### config.mk
export PLATFORM = sky130hd
export DESIGN_NAME = fpdp_multiply
export DESIGN_NICKNAME = d
export VERILOG_FILES = /design/src/rtl/fpdp_multiply.sv
export SDC_FILE = /design/constraint.sdc
export NUM_CORES = 1
export LEC_CHECK = 0
export BUFFER_PORTS_ARGS = -buffer_cell sky130_fd_sc_hd__buf_2
export CAP_MARGIN = 20
export CORE_MARGIN = 5
export CORE_UTILIZATION = 45
export CTS_CLUSTER_DIAMETER = 80
export DETAILED_ROUTE_END_ITERATION = 7
export PLACE_DENSITY = 0.73
export RECOVER_POWER = 25
export REMOVE_ABC_BUFFERS = 1
export SYNTH_ARGS = -nofsm -noshare
export SYNTH_HDL_FRONTEND = slang
export SYNTH_SLANG_ARGS = --single-unit
### constraint.sdc
create_clock -name clk -period 8.2 [get_ports clk]
set_clock_uncertainty 0.2 [all_clocks]
set_input_delay 2.46 -clock clk [delete_from_list [all_inputs] [get_ports clk]]
set_output_delay 2.46 -clock clk [all_outputs]
set_load 0.02 [all_outputs]
### src/rtl/fpdp_multiply.sv
// rtl/fpdp_multiply.sv - binary64 multiplier, 53-cycle shift-add mantissa loop, tagged request/done
// Optional FPDP_MUL_ROUND_EN: round-to-nearest-even; otherwise truncate toward zero.
module fpdp_multiply (
  input  logic        clk,
  input  logic        rset,
  input  logic [63:0] fpdp_multiplier,
  input  logic [63:0] fpdp_multiplicand,
  input  logic [3:0]  ready,
  output logic [63:0] fpdp_product,
  output logic [3:0]  done
);

  typedef enum logic [2:0] {IDLE, MUL, NORM, ROUND, DONE} state_t;
  state_t state, state_nxt;

  logic [3:0]         tag;
  logic               sign;
  logic signed [12:0] exp_r;
  logic [105:0]       ma_sh;
  logic [52:0]        mb_sh;
  logic [105:0]       acc;
  logic [5:0]         cnt;
  logic               special;
  logic [63:0]        special_val;

  // Operand classification, only meaningful while capturing in IDLE
  logic [10:0] ea, eb;
  logic        a_nan, b_nan, a_inf, b_inf, a_zero, b_zero, s_in;
  logic        cap_special;
  logic [63:0] cap_special_val;

  always_comb begin
    ea     = fpdp_multiplier[62:52];
    eb     = fpdp_multiplicand[62:52];
    s_in   = fpdp_multiplier[63] ^ fpdp_multiplicand[63];
    a_nan  = (ea == 11'h7FF) && (fpdp_multiplier[51:0] != 52'd0);
    b_nan  = (eb == 11'h7FF) && (fpdp_multiplicand[51:0] != 52'd0);
    a_inf  = (ea == 11'h7FF) && (fpdp_multiplier[51:0] == 52'd0);
    b_inf  = (eb == 11'h7FF) && (fpdp_multiplicand[51:0] == 52'd0);
    a_zero = (ea == 11'd0);
    b_zero = (eb == 11'd0);
    cap_special     = 1'b1;
    cap_special_val = 64'h7FF8000000000000;
    if (a_nan || b_nan || (a_inf && b_zero) || (b_inf && a_zero)) begin
      cap_special_val = 64'h7FF8000000000000;
    end else if (a_inf || b_inf) begin
      cap_special_val = {s_in, 11'h7FF, 52'd0};
    end else if (a_zero || b_zero) begin
      cap_special_val = {s_in, 63'd0};
    end else begin
      cap_special = 1'b0;
    end
  end

  always_ff @(posedge clk) begin
    if (rset) state <= IDLE;
    else      state <= state_nxt;
  end

  always_comb begin
    state_nxt = state;
    case (state)
      IDLE:    if (ready != 4'd0) state_nxt = MUL;
      MUL:     if (cnt == 6'd52) state_nxt = NORM;
      NORM:    state_nxt = ROUND;
      ROUND:   state_nxt = DONE;
      DONE:    state_nxt = IDLE;
      default: state_nxt = IDLE;
    endcase
  end

  // Normalized product has its leading 1 at bit 104; fraction is [103:52]
  logic [53:0]        mant_rnd;
  logic               carry;
  logic signed [12:0] exp_fin;
  logic [51:0]        frac_fin;
  logic [63:0]        result;

`ifdef FPDP_MUL_ROUND_EN
  logic guard, sticky, round_up;
  always_comb begin
    guard    = acc[51];
    sticky   = |acc[50:0];
    round_up = guard & (sticky | acc[52]);
    mant_rnd = {2'b01, acc[103:52]} + {53'd0, round_up};
  end
`else
  assign mant_rnd = {2'b01, acc[103:52]};
`endif

  always_comb begin
    carry    = mant_rnd[53];
    exp_fin  = exp_r + $signed({12'd0, carry});
    frac_fin = carry ? mant_rnd[52:1] : mant_rnd[51:0];
    if (special)                    result = special_val;
    else if (exp_fin >= 13'sd2047)  result = {sign, 11'h7FF, 52'd0};
    else if (exp_fin <= 13'sd0)     result = {sign, 63'd0};
    else                            result = {sign, exp_fin[10:0], frac_fin};
  end

  always_ff @(posedge clk) begin
    if (rset) begin
      tag          <= 4'd0;
      sign         <= 1'b0;
      exp_r        <= 13'sd0;
      ma_sh        <= 106'd0;
      mb_sh        <= 53'd0;
      acc          <= 106'd0;
      cnt          <= 6'd0;
      special      <= 1'b0;
      special_val  <= 64'd0;
      fpdp_product <= 64'd0;
      done         <= 4'd0;
    end else begin
      done <= 4'd0;
      case (state)
        IDLE: if (ready != 4'd0) begin
          tag         <= ready;
          sign        <= s_in;
          exp_r       <= $signed({2'b00, ea}) + $signed({2'b00, eb}) - 13'sd1023;
          ma_sh       <= {53'd0, 1'b1, fpdp_multiplier[51:0]};
          mb_sh       <= {1'b1, fpdp_multiplicand[51:0]};
          acc         <= 106'd0;
          cnt         <= 6'd0;
          special     <= cap_special;
          special_val <= cap_special_val;
        end
        MUL: begin
          if (mb_sh[0]) acc <= acc + ma_sh;
          ma_sh <= ma_sh << 1;
          mb_sh <= mb_sh >> 1;
          cnt   <= cnt + 6'd1;
        end
        NORM: if (acc[105]) begin
          // Fold the shifted-out bit into the sticky region
          acc   <= {1'b0, acc[105:1]} | {105'd0, acc[0]};
          exp_r <= exp_r + 13'sd1;
        end
        ROUND: begin
          fpdp_product <= result;
          done         <= tag;
        end
        default: ;
      endcase
    end
  end

endmodule

### Word-level counts from Yosys, hierarchy flattened

Cells that the tools add are included.

| storage, ports and cells | value |
|---|---|
| input bits | 134 |
| logic and storage cells | 87 |
| flip-flop bits (word level) | 425 |

| cells by class | value |
|---|---|
| bitwise logic cells | 3 |
| $add $sub $neg | 5 |
| magnitude comparators | 2 |
| reduce and logical (&&, ||, !) cells | 29 |
| multiplexer cells | 25 |
| equality and inequality tests | 10 |

Operators by type and width:

| operator | count |
|---|---|
| two-way mux 106 bit | 3 |
| case mux 106 bit (3 select lines) | 1 |
| two-way mux 64 bit | 4 |
| case mux 106 bit (2 select lines) | 1 |
| two-way mux 63 bit | 2 |
| adder 106 bit | 1 |
| case mux 53 bit (2 select lines) | 1 |
| two-way mux 105 bit | 1 |
| bitwise OR 105 x 1 -> 105 bit | 1 |
| logical NOT 52 bit | 2 |
| nonzero test 52 bit | 2 |
| two-way mux 53 bit | 1 |
| two-way mux 13 bit | 2 |
| case mux 13 bit (2 select lines) | 1 |
| == test 11 bit, second input constant | 2 |
| logical NOT 11 bit | 2 |
| adder 13 x 2 -> 13 bit, second input constant | 1 |
| greater-or-equal comparator 13 x 12 -> 1 bit, second input constant | 1 |
| less-or-equal comparator 13 x 1 -> 1 bit, second input constant | 1 |
| subtractor 12 x 10 -> 13 bit, second input constant | 1 |
| adder 11 x 11 -> 12 bit | 1 |
| case mux 3 bit (4 select lines) | 1 |
| case mux 6 bit (2 select lines) | 1 |
| inequality test 2 bit, second input constant | 4 |
| 19 further kinds | 36 |

### Logic depth before layout (Yosys ltp)

Gate-level depths: netlist of run 1.

| depth | value |
|---|---|
| depth after elaboration | 6 |
| gate-level depth with buffers | 17 |

### Worst setup path before layout of run 1

OpenSTA, ideal clock, no wires.

| timing path | value |
|---|---|
| path kind | input -> register |
| from | input fpdp_multiplier[53] |
| to | register exp_r[11] |
| stages | 15 |
| path slack | 2846 ps |
| path buffers | 0 |
| arrival time | 5039 ps |
| required time | 7885 ps |
| cells stage by stage | ha_1 ha_1 fa_1 a21oi_1 nor2_1 nor2_1 nor2b_1 o21a_1 o21ai_0 nand2b_1 a21o_1 a21o_1 a21oi_1 xor2_1 a2111oi_0 |

| on the way | value |
|---|---|
| longest elaborated chain between the ends | 4 |

RTL lines:

| what | RTL line | text |
|---|---|---|
| start: declaration | 6 | `input logic [63:0] fpdp_multiplier,` |
| adder 11 x 11 -> 12 bit | 120 | `exp_r <= $signed({2'b00, ea}) + $signed({2'b00, eb}) - 13'sd1023;` |
| subtractor 12 x 10 -> 13 bit | 120 |  |
| two-way mux 13 bit | 117 | `IDLE: if (ready != 4'd0) begin` |
| case mux 13 bit (2 select lines) | 116 | `case (state)` |
| end signal: assignment | 120 |  |
| end signal: assignment | 137 | `exp_r <= exp_r + 13'sd1;` |
| end: declaration | 18 | `logic signed [12:0] exp_r;` |

No other way between the ends. The select of a mux whose other input is x is not followed.
A chain may end at the register's enable or synchronous reset.

==> flow_summary.ini, run 1 <==
[pwr]
p_leak_nw = 10.1
peakVddDrop_v = 0.000173
p_total_w = 0.00558
p_switching_w = 0.00193
power_frac_comb_pct = 26.2
netSwitchingFraction_pct = 34.5
powerDensity_nw_per_um2 = 228
power_frac_seq_pct = 37.8
clockPowerShare_pct = 36.0
intPower_w = 0.00365

[cells_and_area]
finalInstanceArea_um2 = 24500
nets = 3274
layout-drive-gt1-share_pct = 9.04
area_growth_pct = 11.9
mostFrequentLayoutCell = nor2_1
layoutNonFillerInstCount = 3658
layout_common_cells = nor2_1 (465), dfxtp_1 (364), a21oi_1 (300), nand2_1 (287), o21ai_0 (177)

[cts]
clock-sinks = 364
cts_tree = done
root_buffer = clkbuf_16
cts_hold_buffers = 0
clk_latency_ns = 0.58
postCtsSetupBuffers = 0
cts_buffers = 42
ctsResizeCount = 0
clk_pin_slew_ns = 0.06
clock_path_buffers = 3
cts_max_level = 2

[min_path]
hold_class = register to register

[synthesis]
yosysTopAreaCell = dfxtp_1
ys.flop_type = dfxtp_1
netlist_instances = 2963
async_flop_share_pct = 0
ys_seq_area_share_pct = 33.3
avgSynthCellArea_um2 = 7.39
synth_area_leaders = dfxtp_1 (33%), nor2_1 (8.0%), ha_1 (7.4%)
synthesis.area_um2 = 21900
synth_edf_count = 0
synth_top_area_share_pct = 33.3
ys_ff_latch = 364
yosys_warnings = 0
yosysUniqueCellTypes = 74

[route]
routed_wl_um = 65600
drtPass1Iterations = 6
via_per_inst = 6.03
vias = 22100
route.detailed.drc = 0
drtIter0Drc = 1666
wl_per_cell_um = 17.9
drtAntennaViolNets = 0

[placed_design]
dp_cells = 3574
port-buffer-count = 201
place_area_um2 = 23000
pre_cts_ws_ns = 2.40
dpl.hpwl_um = 45700
globalplace.congestion = 0.958

[timing]
hold_violations = 0
setup_viol = 0
fin_crit_ns = 6.48
period_share_pct = 79.0
hold_slack_ns = 0.248
rsz0062_at_grt = no
relSlewSlack_pct = -102
final.setup.worst_slack_ns = 1.72
maxSlewViolCount = 66
tightestPinTransition_ns = 3.03
max_freq_mhz = 154

[global_routing]
grt_pass1_vias = 20900
grtUsageTotal_pct = 23.5
grt.overflow.total = 0
grt_antenna_before_repair = 3
grt_max_degree = 103
grt_first_pass_wirelength_um = 107000

[floorplan]
die_h_um = 231
die_area_um2 = 53200
fp-row-count = 80
core_um2 = 47900
start_util_pct = 45.7
io_pins = 202
die-width_um = 231

[setup_path]
critPathKind = primary input to register
end_kind = register
cp_data_arrival_time_ns = 6.75
startpoint_type = primary input
cp_max_fo = 86
crit_required_ns = 8.47

[status]
status = finished, violations left
failed_checks = capacitance limit, slew limit

[run]
maxCapViolCount = 1
worst max-delay path, stage by stage:
cell      delay (ns)
buf_8           0.40
clkbuf_1        2.17
o21ai_0         0.92
a21oi_1         0.40
a221o_1         0.21
a21oi_1         0.06
power by group through the flow:
stage | clock network [W] | logic [W] | registers (W)
floorplan | 0 | 0.00106 | 0.00210
global placement | 0 | 0.00139 | 0.00214
detailed placement | 0 | 0.00143 | 0.00214
CTS | 0.00204 | 0.00144 | 0.00211
global route | 0.00212 | 0.00163 | 0.00213
finish | 0.00201 | 0.00146 | 0.00211
cells in the mapped netlist (all sizes together) (4+ instances only):
cell type,number
nand2,292
buf,27
o31ai,7
nand3,152
a41oi,4
a211o,5
inv,54
nor4,133
ha,130
o221ai,8
or4,7
nand4,53
or3,11
a22oi,16
xnor2,64
a311oi,8
nor4b,4
or2,5
o21ai,182
o211ai,7
o22ai,29
a31oi,12
o41ai,4
a21oi,302
and2,11
nor2b,15
a221o,4
clkbuf,195
nor2,465
a21o,66
xor2,40
mux2i,34
a221oi,9
nand2b,8
a211oi,74
o21a,24
nor3,61
and3,9
o21bai,25
dfxtp,364
a21boi,4
a222oi,6
per-layer routing:
metal  track usage, %  routed length [um]  up-vias
li1                 -                   -    10800
met1             32.4               30100    10500
met2             37.5               29500      737
met3             4.45                4410      112
met4             7.15                1580        4
met5                0                  27        -
final timing paths:
check / from / to / slack, ns / cells past startpoint
max: rset / acc[105] / 1.72 / 6
min: fpdp_product[48] / fpdp_product[48] / 0.25 / 2
max reg2reg: ma_sh[0] / acc[52] / 3.81 / 15
min reg2reg: fpdp_product[48] / fpdp_product[48] / 0.25 / 2
final cells by class:
cell class | count | area, um^2
clock buffer | 54 | 1170
sequential | 364 | 7290
inverter | 54 | 203
multi-input combinational | 2323 | 13600
clock inverter | 24 | 319
antenna | 1 | 2.50
tap | 615 | 769
timing repair buffer | 223 | 1150
fill | 4632 | 23400
flip-flops by register name, summed over array words and instances (netlist names):
name          flops
fpdp_product     64
special           1
state             3
cnt               6
acc             106
special_val       3
mb_sh            53
exp_r            13
ma_sh           106
tag               4
sign              1
done              4
logic make-up (layout without fill, tap and decap cells):
group | count (synthesis) | in the layout | share of synthesized area, %
DFF | 364 | 364 | 33.3
muxes | 34 | 34 | 1.55
buffers and inverters | 276 | 355 | 4.76
other | 0 | 1 | 0
xor gates and xnor gates | 104 | 104 | 4.16
adders and majority gates | 132 | 132 | 7.61
AOI/OAI and AO/OA | 814 | 814 | 22.9
and+or+nand+nor | 1239 | 1239 | 25.8
through the flow:
| stage | util (%) | setup TNS [ns] |
|---|---|---|
| floorplan | - | -88.60 |
| global placement | 48.0 | 0 |
| detailed placement | 48.0 | 0 |
| CTS | 51.1 | 0 |
| global route | 51.1 | 0 |
| finish | 51.1 | 0 |
(Power assumes the default switching activity.)
==> run 2, diff against run 1 <==
ABC_AREA = 1   (was not set)
clock period = 6.1 ns   (was 8.2 ns; I/O delays follow)
==> run 2 against run 1 <==
Compared with the run above: the flow still finishes with violations (capacitance limit, slew limit); non-clock buffer count fell by 3; final cell count rose by 45%; hold slack got worse by 0.0048 ns; largest cell class unchanged; largest power group unchanged.
==> flow_summary.ini, run 2 <==
[cts]
cts_hold_buffers = 0
clk_latency_ns = 0.59
cts_buffers = 43
cts_tree = done
postCtsSetupBuffers = 0
clock_path_buffers = 3
clock-sinks = 364
cts_max_level = 2
root_buffer = clkbuf_16
ctsResizeCount = 0
clk_pin_slew_ns = 0.06

[cells_and_area]
nets = 4788
post-route-util_pct = 50.3
layoutNonFillerInstCount = 5319
layout-drive-gt1-share_pct = 5.82
finalInstanceArea_um2 = 28900
area_growth_pct = 11.4
top_regs = acc x106, ma_sh x106, fpdp_product x64
layout_common_cells = nand2_1 (1342), inv_1 (674), nor2_1 (502), a21oi_1 (471), dfxtp_1 (364)
fillers = 6284
mostFrequentLayoutCell = nand2_1

[global_routing]
grt_antenna_before_repair = 3
grt_first_pass_wirelength_um = 149000
grt_max_degree = 131
grt.overflow.total = 0
grt_pass1_vias = 26300
grtUsageTotal_pct = 29.3

[synthesis]
synth_edf_count = 0
avgSynthCellArea_um2 = 5.88
synthesis.area_um2 = 26000
synth_top_area_share_pct = 28.1
ys.flop_type = dfxtp_1
ys_top_cells_by_count = nand2_1 (1342), inv_1 (673), nor2_1 (504)
netlist_instances = 4417
yosysTopAreaCell = dfxtp_1
ys_seq_area_share_pct = 28.1
yosysMostFrequentCell = nand2_1
yosysUniqueCellTypes = 43
synth_area_leaders = dfxtp_1 (28%), nand2_1 (19%), inv_1 (9.7%)
yosys_warnings = 0
ys_ff_latch = 364
async_flop_share_pct = 0

[route]
drtPass1Iterations = 5
vias = 28600
drtIter0Drc = 2392
via_per_inst = 5.38
routed_wl_um = 95100
drtAntennaViolNets = 0
route.detailed.drc = 0
wl_per_cell_um = 17.9

[setup_path]
end_kind = register
crit_required_ns = 6.37
cp_max_fo = 130
critPathKind = primary input to register
cp_num_buf_inv = 3
startpoint_type = primary input
cp_data_arrival_time_ns = 4.78
slowest_delay_ns = 1.51
cpMaxStageDelayCell = clkinvlp_4
critPathTopFamily = buffers and inverters
path_cells = buf_4 > clkinvlp_4 > buf_12 > o21ai_0 > a21oi_1

[pwr]
peakVddDrop_v = 0.000233
powerDensity_nw_per_um2 = 273
p_leak_nw = 13.9
p_total_w = 0.00791

[floorplan]
die_h_um = 250
core_um2 = 57500
start_util_pct = 45.2
die_area_um2 = 62600
fp-row-count = 88
io_pins = 202
die-width_um = 250

[status]
status = finished, violations left
failed_checks = capacitance limit, slew limit

[timing]
tightestPinTransition_ns = 2.28
hold_violations = 0
period_share_pct = 74.0
max_freq_mhz = 221
relSlewSlack_pct = -52.0
setup_viol = 0
fin_crit_ns = 4.52
rsz0062_at_grt = no
maxSlewViolCount = 185
final.setup.worst_slack_ns = 1.58

[placed_design]
globalplace.congestion = 1.02
port-buffer-count = 201
place_area_um2 = 27600
dp_cells = 5242
pre_cts_ws_ns = 1.59
dpl.hpwl_um = 74900

[run]
maxCapViolCount = 2

[min_path]
hold_class = register to register
run 2: cell count changes after synthesis, sizes merged, moves of 37 or more:
cell    before   now
inv         54   681
o221ai       8    96
xnor2       64     2
clkbuf     195   117
nand3      152   189
a21oi      302   472
nor2       465   507
a21o        66     4
a211oi      74     4
nor4       133    33
nand2      292  1342
run 2: layout make-up:
cell class | instances | area [um^2] | area share, %
clock buffers | 54 | 1170 | 4.04
repair buffers | 220 | 1130 | 3.89
diodes | 1 | 2.50 | 0.00865
clock inverters | 22 | 265 | 0.917
inverters | 681 | 2560 | 8.87
well taps | 765 | 957 | 3.31
multi-input cells | 3212 | 15600 | 53.8
flip-flops and latches | 364 | 7290 | 25.2
run 2: stage by stage:
step	setup TNS [ns]	hold slack, ns
detailed placement	0	0.231
global placement	0	0.234
global route	0	0.265
CTS	0	0.243
finish	0	0.244
floorplan	-787.62	0.208
run 2: worst reg2reg max path, cell delays in order (launching register included):
cell	delay, ns
dfxtp_1	0.46
inv_1	0.13
nor3_1	0.16
buf_4	0.60
inv_1	0.97
a21oi_1	1.09
a31oi_1	0.19
run 2: worst paths after layout:
check,slack (ns),end,start,cells past startpoint
worst min register to register,0.24,done[3],tag[3],2
worst min-delay path,0.24,done[3],tag[3],2
worst max register to register,2.15,fpdp_product[55],state[1],6
worst max-delay path,1.58,acc[26],rset,5
run 2: kinds of logic (layout without fill, tap and decap cells):
kind of cell,count (synthesis),count (layout),synth area share (%)
AOI/OAI and AO/OA,843,843,18.2
adders and majority gates,132,132,6.42
other,0,1,0
and+or+nand+nor,2229,2229,34.9
xor gates and xnor gates,8,8,0.270
buffers and inverters,841,977,12.3
DFF,364,364,28.1
run 2: routing by layer:
layer | wire length [um] | part of all wire, % | GRT usage, % | up-vias
met2 | 42400 | 45 | 47.2 | 815
met4 | 2880 | 3.0 | 8.22 | 6
met3 | 5980 | 6.3 | 3.64 | 134
met1 | 43800 | 46 | 41.5 | 13200
li1 | - | - | - | 14500
met5 | 47 | 0.049 | 0 | -
run 2: power breakdown:
group | switching (W) | internal [W] | total [W]
Clock | 0.00108 | 0.00154 | 0.00262
Sequential | 0.000275 | 0.00268 | 0.00296
Combinational | 0.00160 | 0.000722 | 0.00233
Total | 0.00296 | 0.00495 | 0.00791
